--- src/rtl/sevenseg_pkg.sv ---
// Shared seven-segment definitions: active-low glyph table for hex digits and the blank pattern.
package sevenseg_pkg;

    typedef logic [6:0] seg_t;  // {g,f,e,d,c,b,a}, active-low

    localparam seg_t SEG_OFF = 7'h7F;

    localparam seg_t HEX_SEG_N [16] = '{
        7'h40, 7'h79, 7'h24, 7'h30,
        7'h19, 7'h12, 7'h02, 7'h78,
        7'h00, 7'h10, 7'h08, 7'h03,
        7'h46, 7'h21, 7'h06, 7'h0E
    };

endpackage

--- src/rtl/sevenseg_hex_n.sv ---
// Combinational nibble to active-low segment pattern lookup.
module sevenseg_hex_n (
    input  logic [3:0] nib_i,
    output logic [6:0] segs_n_o
);
    import sevenseg_pkg::*;

    seg_t seg_lookup;

    always_comb begin
        seg_lookup = HEX_SEG_N[nib_i];
    end

    assign segs_n_o = seg_lookup;

endmodule

--- src/rtl/sevenseg_scan_ctl.sv ---
// Multiplexed common-anode seven-segment scanner with frame-coherent snapshots,
// leading-zero suppression, per-digit blink, brightness duty and a ghosting guard.
module sevenseg_scan_ctl #(
    parameter int NDIG         = 8,
    parameter int SLOT_CYCLES  = 12500,
    parameter int GUARD        = 4,
    parameter int BRT_W        = 3,
    parameter int BLINK_FRAMES = 250
) (
    input  logic                clk,
    input  logic                rst,
    input  logic [4*NDIG-1:0]   hex_in,
    input  logic [NDIG-1:0]     dp_in,
    input  logic [NDIG-1:0]     blink_in,
    input  logic                lz_sup,
    input  logic [BRT_W-1:0]    brt,
    output logic [NDIG-1:0]     an_n,
    output logic [6:0]          segs_n,
    output logic                dp_n
);
    import sevenseg_pkg::*;

    localparam int SCW = $clog2(SLOT_CYCLES + 1);
    localparam int DW  = $clog2(NDIG);
    localparam int FCW = $clog2(BLINK_FRAMES + 1);
    localparam int PW  = SCW + BRT_W + 1;

    logic [SCW-1:0]    slot_cnt_q, slot_cnt_d;
    logic [DW-1:0]     dig_q, dig_d;
    logic [FCW-1:0]    frame_cnt_q, frame_cnt_d;
    logic              blink_ph_q, blink_ph_d;
    logic              init_q, init_d;
    logic [SCW-1:0]    thr_q, thr_d;

    logic [4*NDIG-1:0] hex_snap_q, hex_snap_d;
    logic [NDIG-1:0]   dp_snap_q, dp_snap_d;
    logic [NDIG-1:0]   blink_snap_q, blink_snap_d;
    logic              lz_snap_q, lz_snap_d;

    logic [NDIG-1:0]   an_n_q, an_n_d;
    seg_t              segs_n_q, segs_n_d;
    logic              dp_n_q, dp_n_d;

    logic              slot_wrap;
    logic              frame_wrap;
    logic              snap_load;
    logic              slot_load;
    logic [PW-1:0]     thr_prod;
    logic [NDIG-1:0]   supp;
    logic              lead;
    logic [3:0]        cur_nib;
    seg_t              cur_segs_n;
    logic              in_win;
    logic              lit;

    always_ff @(posedge clk or posedge rst) begin
        if (rst) begin
            slot_cnt_q   <= '0;
            dig_q        <= '0;
            frame_cnt_q  <= '0;
            blink_ph_q   <= 1'b0;
            init_q       <= 1'b1;
            thr_q        <= SCW'(GUARD);
            hex_snap_q   <= '0;
            dp_snap_q    <= '0;
            blink_snap_q <= '0;
            lz_snap_q    <= 1'b0;
            an_n_q       <= '1;
            segs_n_q     <= SEG_OFF;
            dp_n_q       <= 1'b1;
        end else begin
            slot_cnt_q   <= slot_cnt_d;
            dig_q        <= dig_d;
            frame_cnt_q  <= frame_cnt_d;
            blink_ph_q   <= blink_ph_d;
            init_q       <= init_d;
            thr_q        <= thr_d;
            hex_snap_q   <= hex_snap_d;
            dp_snap_q    <= dp_snap_d;
            blink_snap_q <= blink_snap_d;
            lz_snap_q    <= lz_snap_d;
            an_n_q       <= an_n_d;
            segs_n_q     <= segs_n_d;
            dp_n_q       <= dp_n_d;
        end
    end

    // Scan and blink timebase.
    always_comb begin
        slot_wrap   = (slot_cnt_q == SCW'(SLOT_CYCLES - 1));
        frame_wrap  = slot_wrap && (dig_q == DW'(NDIG - 1));
        slot_cnt_d  = slot_wrap ? '0 : slot_cnt_q + SCW'(1);
        dig_d       = dig_q;
        frame_cnt_d = frame_cnt_q;
        blink_ph_d  = blink_ph_q;
        init_d      = 1'b0;
        if (slot_wrap) begin
            dig_d = (dig_q == DW'(NDIG - 1)) ? '0 : dig_q + DW'(1);
        end
        if (frame_wrap) begin
            if (frame_cnt_q == FCW'(BLINK_FRAMES - 1)) begin
                frame_cnt_d = '0;
                blink_ph_d  = ~blink_ph_q;
            end else begin
                frame_cnt_d = frame_cnt_q + FCW'(1);
            end
        end
    end

    // init_q makes the first cycle after reset behave as a frame/slot start, so the
    // loaded snapshot and threshold are already in place when slot_cnt reaches 1.
    always_comb begin
        snap_load    = init_q || frame_wrap;
        slot_load    = init_q || slot_wrap;
        hex_snap_d   = snap_load ? hex_in   : hex_snap_q;
        dp_snap_d    = snap_load ? dp_in    : dp_snap_q;
        blink_snap_d = snap_load ? blink_in : blink_snap_q;
        lz_snap_d    = snap_load ? lz_sup   : lz_snap_q;
        thr_prod     = PW'(SLOT_CYCLES - GUARD) * (PW'(brt) + PW'(1));
        thr_d        = slot_load ? (SCW'(GUARD) + SCW'(thr_prod >> BRT_W)) : thr_q;
    end

    // Walk from the most significant digit; suppression stops at the first nonzero nibble or dp.
    always_comb begin
        supp = '0;
        lead = lz_snap_q;
        for (int k = NDIG - 1; k >= 1; k--) begin
            if ((hex_snap_q[4*k +: 4] != 4'h0) || dp_snap_q[k]) begin
                lead = 1'b0;
            end
            supp[k] = lead;
        end
    end

    always_comb begin
        cur_nib = hex_snap_q[4*int'(dig_q) +: 4];
    end

    sevenseg_hex_n u_hex (
        .nib_i    (cur_nib),
        .segs_n_o (cur_segs_n)
    );

    always_comb begin
        in_win   = (slot_cnt_q >= SCW'(GUARD)) && (slot_cnt_q < thr_q);
        lit      = in_win && !supp[dig_q] && !(blink_snap_q[dig_q] && blink_ph_q);
        an_n_d   = '1;
        segs_n_d = SEG_OFF;
        dp_n_d   = 1'b1;
        if (lit) begin
            for (int k = 0; k < NDIG; k++) begin
                if (dig_q == DW'(k)) begin
                    an_n_d[k] = 1'b0;
                end
            end
            segs_n_d = cur_segs_n;
            dp_n_d   = ~dp_snap_q[dig_q];
        end
    end

    assign an_n   = an_n_q;
    assign segs_n = segs_n_q;
    assign dp_n   = dp_n_q;

endmodule

--- config.mk ---
export PLATFORM = sky130hd
export DESIGN_NAME = sevenseg_scan_ctl
export DESIGN_NICKNAME = d
export VERILOG_FILES = /design/src/rtl/sevenseg_pkg.sv /design/src/rtl/sevenseg_hex_n.sv /design/src/rtl/sevenseg_scan_ctl.sv
export SDC_FILE = /design/constraint.sdc
export NUM_CORES = 1
export LEC_CHECK = 0
export ABC_CLOCK_PERIOD_IN_PS = 4400
export BUFFER_PORTS_ARGS = -buffer_cell sky130_fd_sc_hd__buf_2
export CAP_MARGIN = 20
export CORE_MARGIN = 2
export CORE_UTILIZATION = 59
export DETAILED_ROUTE_END_ITERATION = 6
export PLACE_DENSITY = 0.81
export REMOVE_ABC_BUFFERS = 1
export SLEW_MARGIN = 20
export SYNTH_ARGS = -nofsm -noshare
export SYNTH_HDL_FRONTEND = slang
export SYNTH_SLANG_ARGS = --single-unit
export TNS_END_PERCENT = 50
--- constraint.sdc ---
create_clock -name clk -period 4.4 [get_ports clk]
set_clock_uncertainty 0.1 [all_clocks]
set_input_delay 0.44 -clock clk [delete_from_list [all_inputs] [get_ports clk]]
set_output_delay 0.44 -clock clk [all_outputs]
set_load 0.01 [all_outputs]
==> results.toml, run 1 <==
[sta]
fin_hold_ws_ps = 19.11
finalSetupViolations = 0
finalCritPeriodShare_pct = 87.26
rsz0062_at_grt = "no"
fin_setup_tns_ps = 0
hold_viol = 0
maxSlewHeadroom_pct = 32.23
min_period_ps = 3839
tightest_slew_ps = 988.2
setup_slack_ps = 560.5
drv_slew = 0
clock.fmax_mhz = 260.5

[synthesis]
avgSynthCellArea_um2 = 11.49
synth.area.top_cells = "dfrtp_1, ha_1, dfstp_2"
synth_seq_cells = 105
synthDistinctLibCells = 58
yosys_warnings = 0
synth_area_um2 = 5812
ys_seq_area_share_pct = 45.60
syn_inst = 506
synth_top_area_share_pct = 37.46
synth-edff-count = 0
synth_top_flop_cell = "dfrtp_1"
async_flop_share_pct = 100.0
synth_area_leader_cell = "dfrtp_1"

[min_path]
hold_path_class = "in2async"

[power_and_ir_drop]
power_mw = 2.081
internal_power_mw = 1.476
powerDensity_nw_per_um2 = 322.4
swShare_pct = 29.04
switchingPower_uw = 604.1
leakagePower_nw = 2.993
pwr-share-clk_pct = 27.5
ir_worst_vdd_mv = 0.1714
power.share.sequential_pct = 53.2
combPwrFrac_pct = 19.3

[route]
viasPerCell = 5.634
drc = 0
via_count = 3983
drt_iter0_drc = 201
post_drt_wl_per_cell_um = 15.60
final_antenna_net_count = 0
drt-pass1-iter-count = 4
wl_mm = 11.03

[cts]
post_cts_buffers = 0
cts_resized = 0
clock-sinks = 105
cts.hold.buffers_added = 0
cts_tree = "built"
cts_buffers = 9
clk_root_buffer_cell = "clkbuf_8"
clk_path_buf_depth = 2
clk_pin_slew_ps = 100
clk-insertion-delay-late_ps = 380
h-tree-depth = 3

[global_routing]
grt.total_usage_pct = 22.58
grt_max_degree = 83
antenna_found_initial = 0
grt_pass1_wl_mm = 18.64
gr-total-overflow = 0
grt_pass1_vias = 3855

[worst_setup_path]
critPathLaunch = "brt[0]"
crit_fanout = 9
crit_chain = "buf_2, inv_1, ha_1, ha_1, ha_1, fa_1, xor2_1, nand3_1, nor3b_1, a21boi_0, or3_1, a31oi_1"
crit_type = "in2reg"
endpoint_kind = "flip-flop"
cp_slowest_cell = "fa_1"
cpPeakStageDelay_ps = 500
arrival_ps = 4040
start_kind = "input pin"
cp.required_ps = 4600
crit_top_cell = "ha_1"
r2r_start = "slot_cnt_q[10]$_DFF_PP0_"

[floorplanning]
die-area_um2 = 10660
pin_count = 70
core_area_um2 = 9684
die_y_um = 103.3
fp-row-count = 36
start_util_pct = 60.01
die_w_um = 103.3

[final_layout]
nNetsFinal = 666
final_common_cell = "dfrtp_1"
area_growth_pct = 11.04
drive_gt1_share_pct = 31.18
diodes = 0
final_cell_mix = "dfrtp_1, buf_2, ha_1"
instances_no_fill = 707
fin_util_pct = 66.64
design_area_um2 = 6454

[placement]
dp_cells = 690
gp_congestion = 0.8444
io_buffer_count = 69
post-place-ws_ps = 198.6
hpwlAfterDp_mm = 8.175
placed_cell_area_um2 = 6248

[run_status]
status = "completed"

[flow_run]
maxCapViolations = 0
-- cells by family (layout without fill, tap and decap cells) --
group,count (synthesis),after routing,share of synthesized area [%]
other,1,1,0.06452
xor gates and xnor gates,32,32,4.822
buffers and inverters,50,118,3.681
AOI/OAI and AO/OA,65,65,7.277
adders and majority gates,43,43,9.386
and+or+nand+nor,143,143,13.11
DFF,105,105,45.60
muxes,67,67,16.06
-- worst max-delay path: cells and delay by family --
family | cells | cell delay [ps]
xor gates and xnor gates | 1 | 220
adders and majority gates | 4 | 1660
buffers and inverters | 2 | 300
AOI/OAI and AO/OA | 2 | 440
and+or+nand+nor | 3 | 970
-- path summary, 6_finish.rpt --
| check | cells past startpoint | endpoint | slack, ps |
|---|---|---|---|
| worst max-delay path | 12 | thr_q[11]$_DFFE_PP0P_ | 560 |
| worst max register to register | 6 | thr_q[13]$_DFFE_PP0P_ | 1140 |
| worst min-delay path | 2 | frame_cnt_q[6]$_DFFE_PP0P_ | 20 |
| min in group clk | 2 | blink_snap_q[0]$_DFFE_PP0P_ | 180 |
| worst min register to register | 2 | thr_q[9]$_DFFE_PP0P_ | 410 |
| max in group asynchronous | 3 | init_q$_DFF_PP1_ | 3400 |
-- cell usage after synthesis (11+ instances only) --
master / number
dfrtp_1: 87
mux2_2: 40
nor2_1: 30
ha_1: 42
xor2_1: 19
inv_1: 29
mux4_2: 13
dfstp_2: 18
a21oi_1: 16
xnor2_1: 13
clkbuf_1: 11
nand2_1: 36
o21ai_0: 17
nand3_1: 18
-- sequential cells by signal, indices dropped and copies added, names as in the netlist --
register      count
slot_cnt_q       14
thr_q            13
lz_snap_q         1
segs_n            7
dp_n              1
dig_q             3
dp_snap_q         8
init_q            1
an_n              8
blink_snap_q      8
hex_snap_q       32
frame_cnt_q       8
blink_ph_q        1
-- power groups by stage --
stage               clock (mW)  sequential (mW)  combinational [mW]
floorplan                    0             1.12               0.290
global placement             0             1.12               0.386
detailed placement           0             1.13               0.399
CTS                      0.584             1.11               0.402
global route             0.623             1.12               0.453
finish                   0.572             1.11               0.402
-- area by class of cell --
class	count	area, µm²
multi-input cells	351	2953
fillers	728	3231
inverters	29	111.4
clock inverters	6	57.56
flip-flops and latches	105	2650
well taps	133	166.4
clock buffers	10	127.6
repair buffers	73	387.9
-- per-layer routing --
metal | vias up | part of all wire, % | track usage, %
li1 | 1927 | - | -
met1 | 1949 | 47 | 32.61
met2 | 92 | 48 | 35.31
met3 | 15 | 3.7 | 3.495
met4 | 0 | 1.7 | 7.794
met5 | - | 0 | 0
Note: power is estimated with default switching activity, not from simulation.
==> inputs of run 2 (changes only) <==
Settings changed: CORE_MARGIN 2 to 4, RECOVER_POWER set to 100.
==> run 2 against run 1 <==
  * The flow now finishes with violations (max-capacitance violations, max-slew violations)
  * First-iteration DRC count is 1.0% higher
  * Combinational power fell by 3%
  * Power increased by 0.21%
  * Maximum frequency is 2.8% lower
  * Sequential power about the same
  * Non-clock buffer count unchanged
  * Critical endpoint is now dp_snap_q[2]$_DFFE_PP0P_
  * Sequential share of layout area rose by 0.70 points
  * Clock power increased by 3%
==> results.toml, run 2 (same netlist as run 1, synthesis figures left out) <==
[run_status]
status = "finished, violations left"
violations = "max-capacitance violations, max-slew violations"

[cts]
post_cts_buffers = 0
clock-sinks = 105
h-tree-depth = 3
clk_path_buf_depth = 2
clk_pin_slew_ps = 110
cts_buffers = 9
cts_tree = "built"
cts_resized = 0
clk-insertion-delay-late_ps = 380
clk_root_buffer_cell = "clkbuf_8"
cts.hold.buffers_added = 0

[global_routing]
grt_max_degree = 81
use_met2_pct = 34.23
grt_util_met3_pct = 3.719
top_usage_layer = "met2"
grt_pass1_wl_mm = 19.42
grt_use_met1_pct = 28.71
gr-total-overflow = 0
antenna_found_initial = 0
grt.total_usage_pct = 21.18
grt_pass1_vias = 4107

[worst_setup_path]
cp.required_ps = 4560
critPathLaunch = "slot_cnt_q[10]$_DFF_PP0_"
cp_slowest_cell = "nor4_1"
r2r_start = "slot_cnt_q[10]$_DFF_PP0_"
crit_fanout = 49
reg2reg_depth = 7
reg2reg_to = "dp_snap_q[2]$_DFFE_PP0P_"
endpoint_kind = "flip-flop"
crit_chain = "or4_1, nor4_1, clkbuf_1, and2_0, nor2_4, buf_4, mux2_1"
crit_end = "dp_snap_q[2]$_DFFE_PP0P_"
crit_type = "reg2reg"
r2r_slack_ps = 450
arrival_ps = 4110
cp_num_cells = 7
crit_family = "simple AND/OR/NAND/NOR gates"
critPathBufInv = 2
start_kind = "flip-flop"
cpPeakStageDelay_ps = 960

[power_and_ir_drop]
switchingPower_uw = 618.6
internal_power_mw = 1.466
pwr-share-clk_pct = 28.2
leakagePower_nw = 2.896
combPwrFrac_pct = 18.6
ir_worst_vdd_mv = 0.2365
swShare_pct = 29.67
powerDensity_nw_per_um2 = 328.6
power.share.sequential_pct = 53.1

[final_layout]
largest_register = "hex_snap_q"
multiInputGateArea_um2 = 2885
largest_reg_flops = 32
area_growth_pct = 9.171
num-fill-cells = 759
nNetsFinal = 666
instances_no_fill = 703
drive_gt1_share_pct = 25.44
reg_top3 = "hex_snap_q (32), slot_cnt_q (14), thr_q (13)"
diodes = 0
seq_area_um2 = 2650
final_cell_mix = "dfrtp_1, buf_2, ha_1"
final_common_cell = "dfrtp_1"

[sta]
clock.fmax_mhz = 253.2
finalCritPeriodShare_pct = 89.76
drv_slew = 81
maxSlewHeadroom_pct = -91.94
finalSetupViolations = 0
hold_viol = 0
tightest_slew_ps = 2879
min_period_ps = 3949
fin_setup_tns_ps = 0
rsz0062_at_grt = "no"

[placement]
dp_cells = 687
io_buffer_count = 69
hpwlAfterDp_mm = 8.509
gp_congestion = 0.9478

[floorplanning]
start_util_pct = 61.73
die-area_um2 = 11500
fp-row-count = 35
pin_count = 70
die_y_um = 107.3
die_w_um = 107.3
core_area_um2 = 9415

[route]
drt-pass1-iter-count = 4
drt_iter0_drc = 203
final_antenna_net_count = 0
post_drt_wl_per_cell_um = 16.17
wl_mm = 11.37
viasPerCell = 5.751
via_count = 4043
drc = 0

[min_path]
hold_path_class = "in2reg"

[flow_run]
maxCapViolations = 1
[run 2: worst reg2reg max path: cells and delay by family, from the launching register on]
kind	cells	cell delay [ps]
buffers and inverters	2	720
flip-flops	1	450
multiplexers	1	450
AND/OR/NAND/NOR	4	2120
[run 2: layer usage]
layer / wire length (µm) / share of wire, %
met5: 0 / 0
met4: 247 / 2.2
met3: 570 / 5.0
met2: 5489 / 48
met1: 5059 / 45
[run 2: worst min path at each step]
stage / from / endpoint / slack, ps / depth (start not counted)
CTS: hex_in[27] / hex_snap_q[27]$_DFFE_PP0P_ / 160 / 2
global placement: thr_q[9]$_DFFE_PP0P_ / thr_q[9]$_DFFE_PP0P_ / 370 / 2
detailed placement: blink_ph_q$_DFFE_PP0P_ / blink_ph_q$_DFFE_PP0P_ / 370 / 1
finish: blink_in[3] / blink_snap_q[3]$_DFFE_PP0P_ / 170 / 2
global route: hex_in[22] / hex_snap_q[22]$_DFFE_PP0P_ / 160 / 2
floorplan: blink_ph_q$_DFFE_PP0P_ / blink_ph_q$_DFFE_PP0P_ / 340 / 1
[run 2: per-stage QoR]
| stage | setup WS [ps] | cell area, µm² | total power, mW | utilization [%] | hold WS (ps) |
|---|---|---|---|---|---|
| global placement | 356.7 | 6251 | 1.506 | 66.39 | 370.5 |
| finish | 450.7 | 6345 | 2.085 | 67.39 | 172.9 |
| CTS | 638.0 | 6444 | 2.118 | 68.44 | 160.9 |
| detailed placement | 239.7 | 6251 | 1.528 | 66.39 | 374.0 |
| floorplan | 759.3 | 5707 | 1.406 | - | 342.6 |
| global route | 179.1 | 6345 | 2.199 | 67.39 | 161.1 |
[run 2: layout make-up]
class                   instances  share of cell area, %
flip-flops and latches        105                  41.77
inverters                      29                  1.716
multi-input cells             351                  45.47
clock inverters                 7                  1.085
well taps                     129                  2.544
repair buffers                 73                  5.462
clock buffers                   9                  1.952
[run 2: power by group through the flow]
stage | clock [mW] | sequential [mW] | combinational (mW)
6_report | 0.589 | 1.11 | 0.388
3_5_place_dp | 0 | 1.13 | 0.401
2_1_floorplan | 0 | 1.12 | 0.290
5_1_grt | 0.641 | 1.12 | 0.438
4_1_cts | 0.606 | 1.11 | 0.404
3_3_place_gp | 0 | 1.12 | 0.384
==> inputs of run 3 (changes only) <==
Settings changed: ABC_CLOCK_PERIOD_IN_PS 4400 to unset, REMOVE_ABC_BUFFERS 1 to unset.
==> run 3 against run 2 <==
  * The run still ends with max-capacitance violations, max-slew violations left
  * Critical path depth up 6
  * Utilization up 0.48 points
  * Sequential cell count is the same
  * First-iteration DRC count is 3.4% higher
  * Wire length increased by 4.0%
  * Largest power group unchanged
  * Sequential power about the same
  * Global-route usage grew 0.80 points
  * Maximum frequency rose by 4.9%
==> results.toml, run 3 (same netlist as run 1, synthesis figures left out) <==
[worst_setup_path]
crit_type = "in2reg"
endpoint_kind = "flip-flop"
start_kind = "input pin"
reg2reg_depth = 6
arrival_ps = 3910
crit_fanout = 9
cp.required_ps = 4550

[final_layout]
reg_top3 = "hex_snap_q (32), slot_cnt_q (14), thr_q (13)"
largest_register = "hex_snap_q"
instances_no_fill = 705
drive_gt1_share_pct = 25.35
area_growth_pct = 9.946
seq_area_um2 = 2650
final_common_cell = "dfrtp_1"
fin_util_pct = 67.87
multiInputGateArea_um2 = 2893
nNetsFinal = 668
largest_reg_flops = 32
diodes = 0
num-fill-cells = 717
design_area_um2 = 6390
final_cell_mix = "dfrtp_1, buf_2, ha_1"

[floorplanning]
die-area_um2 = 11500
die_y_um = 107.3
fp-row-count = 35
core_area_um2 = 9415
start_util_pct = 61.73
die_w_um = 107.3
pin_count = 70

[power_and_ir_drop]
powerDensity_nw_per_um2 = 339.1
power.share.sequential_pct = 51.2
internal_power_mw = 1.570
combPwrFrac_pct = 18.3
ir_worst_vdd_mv = 0.2277
pwr-share-clk_pct = 30.5
leakagePower_nw = 2.903
switchingPower_uw = 596.8
swShare_pct = 27.54
power_mw = 2.167

[sta]
fin_setup_tns_ps = 0
rsz0062_at_grt = "no"
clock.fmax_mhz = 265.5
finalCritPeriodShare_pct = 85.59
setup_slack_ps = 633.9
hold_viol = 0
min_period_ps = 3766
tightest_slew_ps = 3035
fin_hold_ws_ps = 176.1
drv_slew = 74
finalSetupViolations = 0
maxSlewHeadroom_pct = -103.4

[cts]
clock-sinks = 105
clk-insertion-delay-late_ps = 370
clk_pin_slew_ps = 100
cts_tree = "built"
post_cts_buffers = 0
cts.hold.buffers_added = 0
cts_buffers = 9
cts_resized = 0
h-tree-depth = 3
clk_path_buf_depth = 2
clk_root_buffer_cell = "clkbuf_8"

[route]
drt-pass1-iter-count = 6
post_drt_wl_per_cell_um = 16.77
viasPerCell = 5.797
final_antenna_net_count = 0
drc = 0
wl_mm = 11.83
via_count = 4087
drt_iter0_drc = 210

[placement]
placed_cell_area_um2 = 6266
gp_congestion = 0.8770
dp_cells = 689
post-place-ws_ps = 447.9
io_buffer_count = 69
hpwlAfterDp_mm = 8.803

[min_path]
hold_path_class = "in2reg"
min_path_cells = 2

[global_routing]
antenna_found_initial = 0
grt_max_degree = 74
grt.total_usage_pct = 21.98
grt_pass1_wl_mm = 20.33
grt_pass1_vias = 4130
gr-total-overflow = 0

[run_status]
status = "finished, violations left"
violations = "max-capacitance violations, max-slew violations"

[flow_run]
maxCapViolations = 1

[synthesis]
syn-num-nets = 603
## run 3: cell types whose count changed in the layout (fill, tap and decap cells not counted), sizes merged
cell,previous run,this run
clkbuf,27,31
bufinv,0,2
clkinvlp,0,1
inv,34,31
buf,55,53
## run 3: worst max-delay path, cell delays in order
cell and delay [ps]:
clkbuf_1 280, inv_1 140, ha_1 460, ha_1 380, ha_1 360, fa_1 510, xor2_1 230, nand3_1 150
nor3b_1 270, clkbuf_1 200, nand3_1 90, nor4b_1 310, nor4_1 90
## run 3: power groups by stage
stage          clock network (mW)  logic [mW]  registers, mW
2_1_floorplan                   0       0.294           1.12
3_3_place_gp                    0       0.386           1.12
3_5_place_dp                    0       0.409           1.13
4_1_cts                     0.675       0.411           1.11
5_1_grt                     0.717       0.445           1.12
6_report                    0.660       0.397           1.11
## run 3: area by class of cell
cell class | instances | share of cell area, %
clock buffer | 9 | 1.939
sequential | 105 | 41.47
timing repair buffer | 75 | 5.522
clock inverter | 7 | 1.547
tap | 129 | 2.526
inverter | 29 | 1.723
multi-input combinational | 351 | 45.27
## run 3: final timing paths
path / from / to / slack, ps
setup / recovery: brt[0] / thr_q[13]$_DFFE_PP0P_ / 630
hold / removal: blink_in[6] / blink_snap_q[6]$_DFFE_PP0P_ / 180
setup reg to reg: slot_cnt_q[10]$_DFF_PP0_ / dp_snap_q[0]$_DFFE_PP0P_ / 720
hold reg to reg: thr_q[9]$_DFFE_PP0P_ / thr_q[9]$_DFFE_PP0P_ / 390
max in group asynchronous: rst / slot_cnt_q[12]$_DFF_PP0_ / 1570
min in group asynchronous: rst / dp_snap_q[1]$_DFFE_PP0P_ / 840
## run 3: per-layer routing
| metal | part of all wire, % | vias to the layer above | global-route usage, % |
|---|---|---|---|
| met5 | 0 | - | 0 |
| met4 | 1.4 | 0 | 5.571 |
| met3 | 4.3 | 19 | 3.779 |
| met2 | 50 | 113 | 36.33 |
| met1 | 44 | 2016 | 30.33 |
| li1 | - | 1939 | - |
